--- config.mk ---
export PLATFORM = sky130hd
export DESIGN_NAME = mc_controller
export DESIGN_NICKNAME = d
export VERILOG_FILES = /design/src/rtl/mc_ctrl_pkg.sv /design/src/rtl/mc_decode.sv /design/src/rtl/mc_controller.sv
export SDC_FILE = /design/constraint.sdc
export NUM_CORES = 1
export LEC_CHECK = 0
export ABC_AREA = 1
export BUFFER_PORTS_ARGS = -buffer_cell sky130_fd_sc_hd__buf_2
export CAP_MARGIN = 20
export CORE_MARGIN = 2
export CORE_UTILIZATION = 52
export DETAILED_ROUTE_END_ITERATION = 8
export PLACE_DENSITY_LB_ADDON = 0.15
export SLEW_MARGIN = 10
export SYNTH_ARGS = -nofsm -noshare
export SYNTH_HDL_FRONTEND = slang
export SYNTH_HIERARCHICAL = 1
export SYNTH_SLANG_ARGS = --single-unit
--- constraint.sdc ---
create_clock -name clk -period 1.9 [get_ports clk]
set_input_delay 0.19 -clock clk [delete_from_list [all_inputs] [get_ports clk]]
set_output_delay 0.19 -clock clk [all_outputs]
set_load 0.02 [all_outputs]
--- src/rtl/mc_ctrl_pkg.sv ---
`default_nettype none
// ============================================================================
//  Module   : mc_ctrl_pkg
//  Purpose  : Shared state codes, MIPS-lite opcode/func constants, control
//             field encodings and the decoded instruction-class bundle.
//  Revision : 1.0  initial release
// ============================================================================
package mc_ctrl_pkg;

    typedef enum logic [2:0] {
        S_FETCH  = 3'd0,
        S_DECODE = 3'd1,
        S_EXE    = 3'd2,
        S_MEM    = 3'd3,
        S_WB     = 3'd4,
        S_MDU    = 3'd5
    } state_t;

    // Opcodes (IR[31:26])
    localparam logic [5:0] c_OP_RTYPE = 6'b000000;
    localparam logic [5:0] c_OP_J     = 6'b000010;
    localparam logic [5:0] c_OP_JAL   = 6'b000011;
    localparam logic [5:0] c_OP_BEQ   = 6'b000100;
    localparam logic [5:0] c_OP_ORI   = 6'b001101;
    localparam logic [5:0] c_OP_LUI   = 6'b001111;
    localparam logic [5:0] c_OP_LW    = 6'b100011;
    localparam logic [5:0] c_OP_SW    = 6'b101011;

    // R-type function codes (IR[5:0])
    localparam logic [5:0] c_F_JR    = 6'b001000;
    localparam logic [5:0] c_F_MFHI  = 6'b010000;
    localparam logic [5:0] c_F_MFLO  = 6'b010010;
    localparam logic [5:0] c_F_MULT  = 6'b011000;
    localparam logic [5:0] c_F_MULTU = 6'b011001;
    localparam logic [5:0] c_F_DIV   = 6'b011010;
    localparam logic [5:0] c_F_DIVU  = 6'b011011;
    localparam logic [5:0] c_F_ADDU  = 6'b100001;
    localparam logic [5:0] c_F_SUBU  = 6'b100011;

    // ALU operation codes (zero-extended to the aluctr width at the top)
    localparam logic [1:0] c_ALU_ADD = 2'd0;
    localparam logic [1:0] c_ALU_SUB = 2'd1;
    localparam logic [1:0] c_ALU_OR  = 2'd2;
    localparam logic [1:0] c_ALU_LUI = 2'd3;

    localparam logic [1:0] c_EXT_ZERO  = 2'd0;
    localparam logic [1:0] c_EXT_SIGN  = 2'd1;
    localparam logic [1:0] c_EXT_UPPER = 2'd2;

    localparam logic [1:0] c_NPC_PC4    = 2'd0;
    localparam logic [1:0] c_NPC_BRANCH = 2'd1;
    localparam logic [1:0] c_NPC_JUMP   = 2'd2;
    localparam logic [1:0] c_NPC_JR     = 2'd3;

    localparam logic [1:0] c_WD_ALU  = 2'd0;
    localparam logic [1:0] c_WD_DM   = 2'd1;
    localparam logic [1:0] c_WD_PC   = 2'd2;
    localparam logic [1:0] c_WD_HILO = 2'd3;

    localparam logic [1:0] c_RD_RT = 2'd0;
    localparam logic [1:0] c_RD_RD = 2'd1;
    localparam logic [1:0] c_RD_RA = 2'd2;

    // One-hot instruction classes; mdu covers all four mult/div forms,
    // div marks the long-latency subset.
    typedef struct packed {
        logic addu;
        logic subu;
        logic ori;
        logic lui;
        logic lw;
        logic sw;
        logic beq;
        logic j;
        logic jal;
        logic jr;
        logic mdu;
        logic div;
        logic mf;
        logic illegal;
    } dec_t;

endpackage
`default_nettype wire

--- src/rtl/mc_decode.sv ---
`default_nettype none
// ============================================================================
//  Module   : mc_decode
//  Purpose  : Combinational opcode/func decode into instruction classes plus
//             the unsupported-encoding flag.
//  Revision : 1.0  initial release
// ============================================================================
module mc_decode
    import mc_ctrl_pkg::*;
(
    input  logic [5:0] i_opcode,
    input  logic [5:0] i_func,
    output dec_t       o_dec
);

    // Classify the instruction; anything not recognised is illegal
    always_comb begin
        o_dec = '0;
        case (i_opcode)
            c_OP_RTYPE: begin
                case (i_func)
                    c_F_ADDU:             o_dec.addu = 1'b1;
                    c_F_SUBU:             o_dec.subu = 1'b1;
                    c_F_JR:               o_dec.jr   = 1'b1;
                    c_F_MFHI, c_F_MFLO:   o_dec.mf   = 1'b1;
                    c_F_MULT, c_F_MULTU:  o_dec.mdu  = 1'b1;
                    c_F_DIV, c_F_DIVU: begin
                        o_dec.mdu = 1'b1;
                        o_dec.div = 1'b1;
                    end
                    default:              o_dec.illegal = 1'b1;
                endcase
            end
            c_OP_ORI: o_dec.ori = 1'b1;
            c_OP_LUI: o_dec.lui = 1'b1;
            c_OP_LW:  o_dec.lw  = 1'b1;
            c_OP_SW:  o_dec.sw  = 1'b1;
            c_OP_BEQ: o_dec.beq = 1'b1;
            c_OP_J:   o_dec.j   = 1'b1;
            c_OP_JAL: o_dec.jal = 1'b1;
            default:  o_dec.illegal = 1'b1;
        endcase
    end

endmodule
`default_nettype wire

--- src/rtl/mc_controller.sv ---
`default_nettype none
// ============================================================================
//  Module   : mc_controller
//  Purpose  : Multi-cycle MIPS-lite control FSM (FETCH/DECODE/EXE/MEM/WB)
//             with an MDU stall state of parametrised latency.
//  Revision : 1.0  initial release
// ============================================================================
module mc_controller
    import mc_ctrl_pkg::*;
#(
    parameter int ALUCTR_W = 4,
    parameter int MULT_LAT = 5,
    parameter int DIV_LAT  = 10,
    parameter int CNT_W    = 4
) (
    input  logic                clk,
    input  logic                reset,
    input  logic [5:0]          opcode,
    input  logic [5:0]          func,
    input  logic                zero,
    output logic                pc_write,
    output logic                ir_write,
    output logic                regwrite,
    output logic                memwrite,
    output logic [1:0]          regdst,
    output logic [1:0]          wd_sel,
    output logic                alusrc,
    output logic [1:0]          extop,
    output logic [ALUCTR_W-1:0] aluctr,
    output logic [1:0]          npc_sel,
    output logic                mdu_start,
    output logic [1:0]          mdu_op,
    output logic                hilo_sel,
    output logic                busy,
    output logic                illegal,
    output logic [2:0]          state
);

    state_t           r_state;
    logic [CNT_W-1:0] r_cnt;
    dec_t             w_dec;

    logic       w_pc_write, w_ir_write, w_regwrite, w_memwrite;
    logic       w_mdu_start, w_busy, w_illegal;
    logic [1:0] w_alu_code;

    mc_decode u_decode (
        .i_opcode (opcode),
        .i_func   (func),
        .o_dec    (w_dec)
    );

    // State sequencing and MDU busy counter
    always_ff @(posedge clk or posedge reset) begin
        if (reset) begin
            r_state <= S_FETCH;
            r_cnt   <= '0;
        end else begin
            case (r_state)
                S_FETCH:  r_state <= S_DECODE;
                S_DECODE: begin
                    if (w_dec.j || w_dec.jal || w_dec.jr || w_dec.illegal)
                        r_state <= S_FETCH;
                    else
                        r_state <= S_EXE;
                end
                S_EXE: begin
                    if (w_dec.lw || w_dec.sw) begin
                        r_state <= S_MEM;
                    end else if (w_dec.beq) begin
                        r_state <= S_FETCH;
                    end else if (w_dec.mdu) begin
                        r_state <= S_MDU;
                        r_cnt   <= w_dec.div ? CNT_W'(DIV_LAT - 1) : CNT_W'(MULT_LAT - 1);
                    end else begin
                        r_state <= S_WB;
                    end
                end
                S_MEM:    r_state <= w_dec.lw ? S_WB : S_FETCH;
                S_WB:     r_state <= S_FETCH;
                S_MDU: begin
                    if (r_cnt == '0)
                        r_state <= S_FETCH;
                    else
                        r_cnt <= r_cnt - 1'b1;
                end
                default:  r_state <= S_FETCH;
            endcase
        end
    end

    // Per-state control decode; datapath selects persist from EXE through WB
    always_comb begin
        w_pc_write  = 1'b0;
        w_ir_write  = 1'b0;
        w_regwrite  = 1'b0;
        w_memwrite  = 1'b0;
        w_mdu_start = 1'b0;
        w_busy      = 1'b0;
        w_illegal   = 1'b0;
        w_alu_code  = c_ALU_ADD;
        regdst      = c_RD_RT;
        wd_sel      = c_WD_ALU;
        alusrc      = 1'b0;
        extop       = c_EXT_ZERO;
        npc_sel     = c_NPC_PC4;

        if (r_state == S_EXE || r_state == S_MEM || r_state == S_WB) begin
            if (w_dec.subu || w_dec.beq)
                w_alu_code = c_ALU_SUB;
            else if (w_dec.ori)
                w_alu_code = c_ALU_OR;
            else if (w_dec.lui)
                w_alu_code = c_ALU_LUI;
            alusrc = w_dec.ori || w_dec.lui || w_dec.lw || w_dec.sw;
            if (w_dec.lw || w_dec.sw || w_dec.beq)
                extop = c_EXT_SIGN;
            else if (w_dec.lui)
                extop = c_EXT_UPPER;
        end

        case (r_state)
            S_FETCH: begin
                w_ir_write = 1'b1;
                w_pc_write = 1'b1;
            end
            S_DECODE: begin
                w_illegal = w_dec.illegal;
                if (w_dec.j || w_dec.jal) begin
                    w_pc_write = 1'b1;
                    npc_sel    = c_NPC_JUMP;
                end
                if (w_dec.jal) begin
                    w_regwrite = 1'b1;
                    regdst     = c_RD_RA;
                    wd_sel     = c_WD_PC;
                end
                if (w_dec.jr) begin
                    w_pc_write = 1'b1;
                    npc_sel    = c_NPC_JR;
                end
            end
            S_EXE: begin
                if (w_dec.beq) begin
                    w_pc_write = zero;
                    npc_sel    = c_NPC_BRANCH;
                end
                w_mdu_start = w_dec.mdu;
            end
            S_MEM:    w_memwrite = w_dec.sw;
            S_WB: begin
                w_regwrite = 1'b1;
                if (w_dec.addu || w_dec.subu || w_dec.mf)
                    regdst = c_RD_RD;
                if (w_dec.mf)
                    wd_sel = c_WD_HILO;
                else if (w_dec.lw)
                    wd_sel = c_WD_DM;
            end
            S_MDU:    w_busy = 1'b1;
            default:  ;
        endcase
    end

    // Enables and pulses are held low for the whole time reset is asserted
    assign pc_write  = w_pc_write  & ~reset;
    assign ir_write  = w_ir_write  & ~reset;
    assign regwrite  = w_regwrite  & ~reset;
    assign memwrite  = w_memwrite  & ~reset;
    assign mdu_start = w_mdu_start & ~reset;
    assign busy      = w_busy      & ~reset;
    assign illegal   = w_illegal   & ~reset;

    assign aluctr   = ALUCTR_W'(w_alu_code);
    assign mdu_op   = func[1:0];
    assign hilo_sel = (func == c_F_MFHI);
    assign state    = r_state;

endmodule
`default_nettype wire

### Yosys cells after proc, flatten, opt, wreduce, memory -nomap -nowiden

Cells that the tools add are included.

| storage, ports and cells | value |
|---|---|
| bits in latches | 0 |
| logic and storage cells | 119 |
| RAM bits | 0 |
| memories kept | 0 |
| output and inout port bits | 26 |
| memory bits (read-only) | 0 |
| input bits | 15 |
| flip-flop bits (word level) | 7 |

| operators by class | value |
|---|---|
| divide/modulo/power cells | 0 |
| equality and inequality tests | 26 |
| bitwise gates (word level) | 8 |
| shifts and indexed selects | 0 |
| magnitude comparators | 0 |
| add/sub/neg operators | 1 |
| $mul | 0 |
| mux-type cells | 59 |
| reductions and logical operators | 23 |

Operators by type and width:

| operator | count |
|---|---|
| 6-bit by 5-bit == test with 1-bit output (second input constant) | 6 |
| 1-bit two-way mux | 28 |
| 2-bit two-way mux | 13 |
| 6-bit == test (second input constant) | 4 |
| 4-bit two-way mux | 6 |
| 6-bit by 4-bit == test with 1-bit output (second input constant) | 3 |
| 3-bit one-hot mux with 5 select lines | 1 |
| 1-bit logical OR | 13 |
| 6-bit by 2-bit == test with 1-bit output (second input constant) | 2 |
| 3-bit two-way mux | 4 |
| 2-bit one-hot mux with 2 select lines | 3 |
| 2-bit != test (second input constant) | 5 |
| 9-bit OR reduction | 1 |
| 4-bit one-hot mux with 2 select lines | 1 |
| 1-bit AND | 7 |
| 7-bit OR reduction | 1 |
| 3-bit by 2-bit == test with 1-bit output (second input constant) | 2 |
| 3-bit == test (second input constant) | 2 |
| 6-bit by 3-bit == test with 1-bit output (second input constant) | 1 |
| 6-bit logical NOT | 1 |
| 5-bit AND reduction | 1 |
| 4-bit logical NOT | 1 |
| 1-bit one-hot mux with 2 select lines | 2 |
| 2-bit OR reduction | 2 |
| 7 further kinds | 7 |

### Longest topological paths before layout

| depth | value |
|---|---|
| word-level depth | 9 |
| mapped depth | 12 |
| gate-level depth less buffers | 12 |

### Hierarchy

Netlist, hierarchy kept.

By module, submodules not included:

| module | cells each | area an instance (sq um) | seq. area each (sq um) | times used |
|---|---|---|---|---|
| mc_controller | 123 | 728.2 | 175.2 | 1 |
| mc_decode | 62 | 289.0 | 0.0 | 1 |

### Worst setup path before layout

OpenSTA, ideal clock, no wires.

| timing | value |
|---|---|
| path kind | register to output |
| start | register r_state[0] (netlist: state[0]) |
| end | output port extop[1] |
| cell stages (with the launch flop) | 6 |
| path buffers | 0 |
| arrival | 1.404 ns |
| required time | 1.710 ns |
| slack | 0.306 ns |
| cell sequence | dfrtp_1 > inv_2 > nand3_1 > nand2_1 > inv_1 > nor3_1 |

| between the ends | value |
|---|---|
| longest elaborated chain between the ends | 4 |
| elaborated cells between the ends (all ways) | 6 |
| classes of those cells | eq/ne: 3; mux: 1; reduce/logical: 2 |

RTL lines:

| what | line | text |
|---|---|---|
| from (decl) | mc_controller.sv:39 | `state_t r_state;` |
| from (signal assigned) | mc_controller.sv:79 | `S_MEM: r_state <= w_dec.lw ? S_WB : S_FETCH;` |
| 3-bit by 2-bit == test with 1-bit output | mc_controller.sv:108 | `if (r_state == S_EXE \|\| r_state == S_MEM \|\| r_state == S_WB) begin` |
| 1-bit logical OR | mc_controller.sv:108 |  |
| 1-bit logical OR * | mc_controller.sv:108 |  |
| 2-bit two-way mux * | mc_controller.sv:108 |  |
| to (decl) | mc_controller.sv:28 | `output logic [1:0] extop,` |

Mark *: on every way between the ends. The rest lies on a longest branch, timed or not.

### Worst setup path after layout

| timing | value |
|---|---|
| start | register r_state[1] (netlist: state[1]) |
| end | output port pc_write |

| between the ends | value |
|---|---|
| longest elaborated chain between the ends | 3 |
| elaborated cells between the ends (all ways) | 5 |
| classes of those cells | eq/ne: 2; mux: 1; bitwise: 1; reduce/logical: 1 |

RTL lines:

| what | line | text |
|---|---|---|
| 3-bit by 2-bit == test with 1-bit output (tied with other cells) | mc_controller.sv:122 | `case (r_state)` |
| 1-bit one-hot mux with 3 select lines * | mc_controller.sv:122 |  |
| 1-bit AND * | mc_controller.sv:166 | `assign pc_write = w_pc_write & ~reset;` |
| to (decl) | mc_controller.sv:21 | `output logic pc_write,` |

Marks and branches as above.

==> flow_summary.toml <==
[placement]
portBuffers = 38
dp_cells = 245
place.gp.congestion = 0.978
hpwl_um = 2190

[cells_and_area]
final_cell_mix = "nand2_1, buf_2, inv_1"
fill_cells = 155
fin_nets = 242
layout.cells.non_filler = 250
fin_util_pct = 70.3
insertedDiodeCount = 0
drive_gt1_share_pct = 26.7
synthToLayoutAreaGrowth_pct = 23.2
final_common_cell = "nand2_1"

[timing]
relSlewSlack_pct = 63.1
setup_violations = 0
hold_violations = 0
period_share_pct = 93.0
fin_tns_setup_ns = 0
min_period_ns = 1.77
clock.fmax_ghz = 0.566
finalMaxSlewViolations = 0
worst-slew-pin-transition_ns = 0.549
clock_skew_ns = 0.00533
hold_ws_ns = 0.453

[pwr]
p_leak_uw = 0.000745
powerDensity_nw_per_um2 = 721
total_power_uw = 904
peakVddDrop_v = 0.000867

[global_route]
grt_pass1_vias = 1012
grt_pass1_wl_um = 3850
antenna_found_initial = 0
track_usage_pct = 23.5
grt-ovfl-total = 0
grt_max_degree = 11

[die]
chipHeight_um = 48.2
die_width_um = 48.2
fp-row-count = 15
coreArea_um2 = 1780
start_util_pct = 57.1
dieArea_um2 = 2330
io_pins = 41

[synthesis]
ys_ff_latch = 7
netlist_area_um2 = 1020
syn_inst = 185
yosysWarnings = 6
seq_area_frac_synth_pct = 17.2
avgSynthCellArea_um2 = 5.50
synth_cell_types = 28

[route]
route.detailed.drc = 0
wl_per_cell_um = 10.4
drt_pass1_iterations = 4
antenna_left = 0
vias = 1243
drt-initial-drc-count = 34
finalWirelength_um = 2610
via_per_inst = 4.97

[clock_network]
numClockSinks = 7
cts_root_buf = "clkbuf_4"
path_clk_slew_ns = 0.05
cts_made_buffers = 3
post-cts-setup-buffers = 0
cts_tree = "yes"
clockBufferDepth = 2
clk_latency_ns = 0.26
htree_levels = 1

[setup_path]
crit_path_end_kind = "output port"
rr_worst_depth = 5
startpoint = "state[1]"
reg2reg_from = "state[2]"
r2r_slack_ns = 0.65
critical_path_class = "flop to output port"
start_kind = "flop"
cp.required_ns = 1.71
cp.arrival_ns = 1.58
crit_fanout = 5
r2r_end = "r_cnt[0]"

[worst_hold_path]
hp-class = "input port to flop"
min_path_cells = 6
hold_end = "state[1]"
hold_start = "opcode[1]"

[run_status]
status = "complete, no violations"

[flow_run]
maxCapViolCount = 0
==> metal layers <==
layer  global-route usage, %  vias to the layer above  wire [um]
met4                    4.86                        0         36
met1                    28.0                      535       1140
met5                       0                        -          0
li1                        -                      646          -
met3                    8.15                        4        212
met2                    40.8                       58       1230
==> metrics by stage <==
step | setup slack [ns] | area [um^2]
finish | 0.134 | 1250
global route | -0.000443 | 1250
CTS | 0.0887 | 1250
detailed placement | 0.205 | 1210
global placement | 0.238 | 1210
floorplan | 0.306 | 1020
==> critical path: stages, from the launching register on <==
cell	delay, ns
dfrtp_1	0.43
inv_2	0.12
nand2_2	0.09
nor2_1	0.21
nand2_1	0.11
a31oi_1	0.17
buf_2	0.18
==> cell usage after synthesis (all sizes together) <==
cell type	n	share of area, %
nor3	8	4.4
nor4	4	3.1
nand2	53	22
dfrtp	7	17
inv	39	14
conb	1	0.37
o21ai	4	2.0
nand3b	2	1.5
buf	4	3.0
a21oi	4	2.0
clkinv	1	0.37
o22ai	1	0.62
nor2	38	17
a31oi	1	0.62
o31ai	1	0.74
o221ai	1	0.86
nand4	1	0.62
nand3	14	8.6
ha	1	1.2
==> kinds of logic (layout without fill, tap and decap cells) <==
kind of cell	Yosys count	count (layout)	synth area share, %
compound gates	12	12	6.77
fa+ha+maj	1	1	1.23
buf+inv	44	83	17.7
flops	7	7	17.2
other cells	1	2	0.369
simple gates	120	120	56.7
==> state kept, by name, indices dropped and copies added (netlist names) <==
name and cells:
r_cnt 4, state 3
==> worst max path at each step <==
stage / cells past startpoint / slack, ns / to
floorplan: 5 / 0.31 / extop[1]
global placement: 9 / 0.24 / pc_write
detailed placement: 9 / 0.20 / pc_write
CTS: 6 / 0.09 / extop[0]
global route: 6 / -0.0004 / pc_write
finish: 6 / 0.13 / pc_write
==> timing repair <==
item	in CTS	in global routing
endpoints found under the setup margin	0	1
hold endpoints to repair	7	0
hold buffers	1	0
resized for setup	0	1
==> cell type report <==
cell class	count	area, um^2	area share, %
multi-input combinational	135	671	53.5
timing repair buffer	39	200	16.0
sequential	7	175	14.0
inverter	40	150	12.0
tap	25	31.3	2.50
clock buffer	4	26.3	2.10
==> power breakdown <==
part | switching (uW) | total, uW | internal, uW
clock network | 55.9 | 136 | 80.2
logic | 336 | 501 | 165
registers | 61.8 | 267 | 205
total | 453 | 904 | 450
No activity file was read; power rests on OpenSTA's default activity.
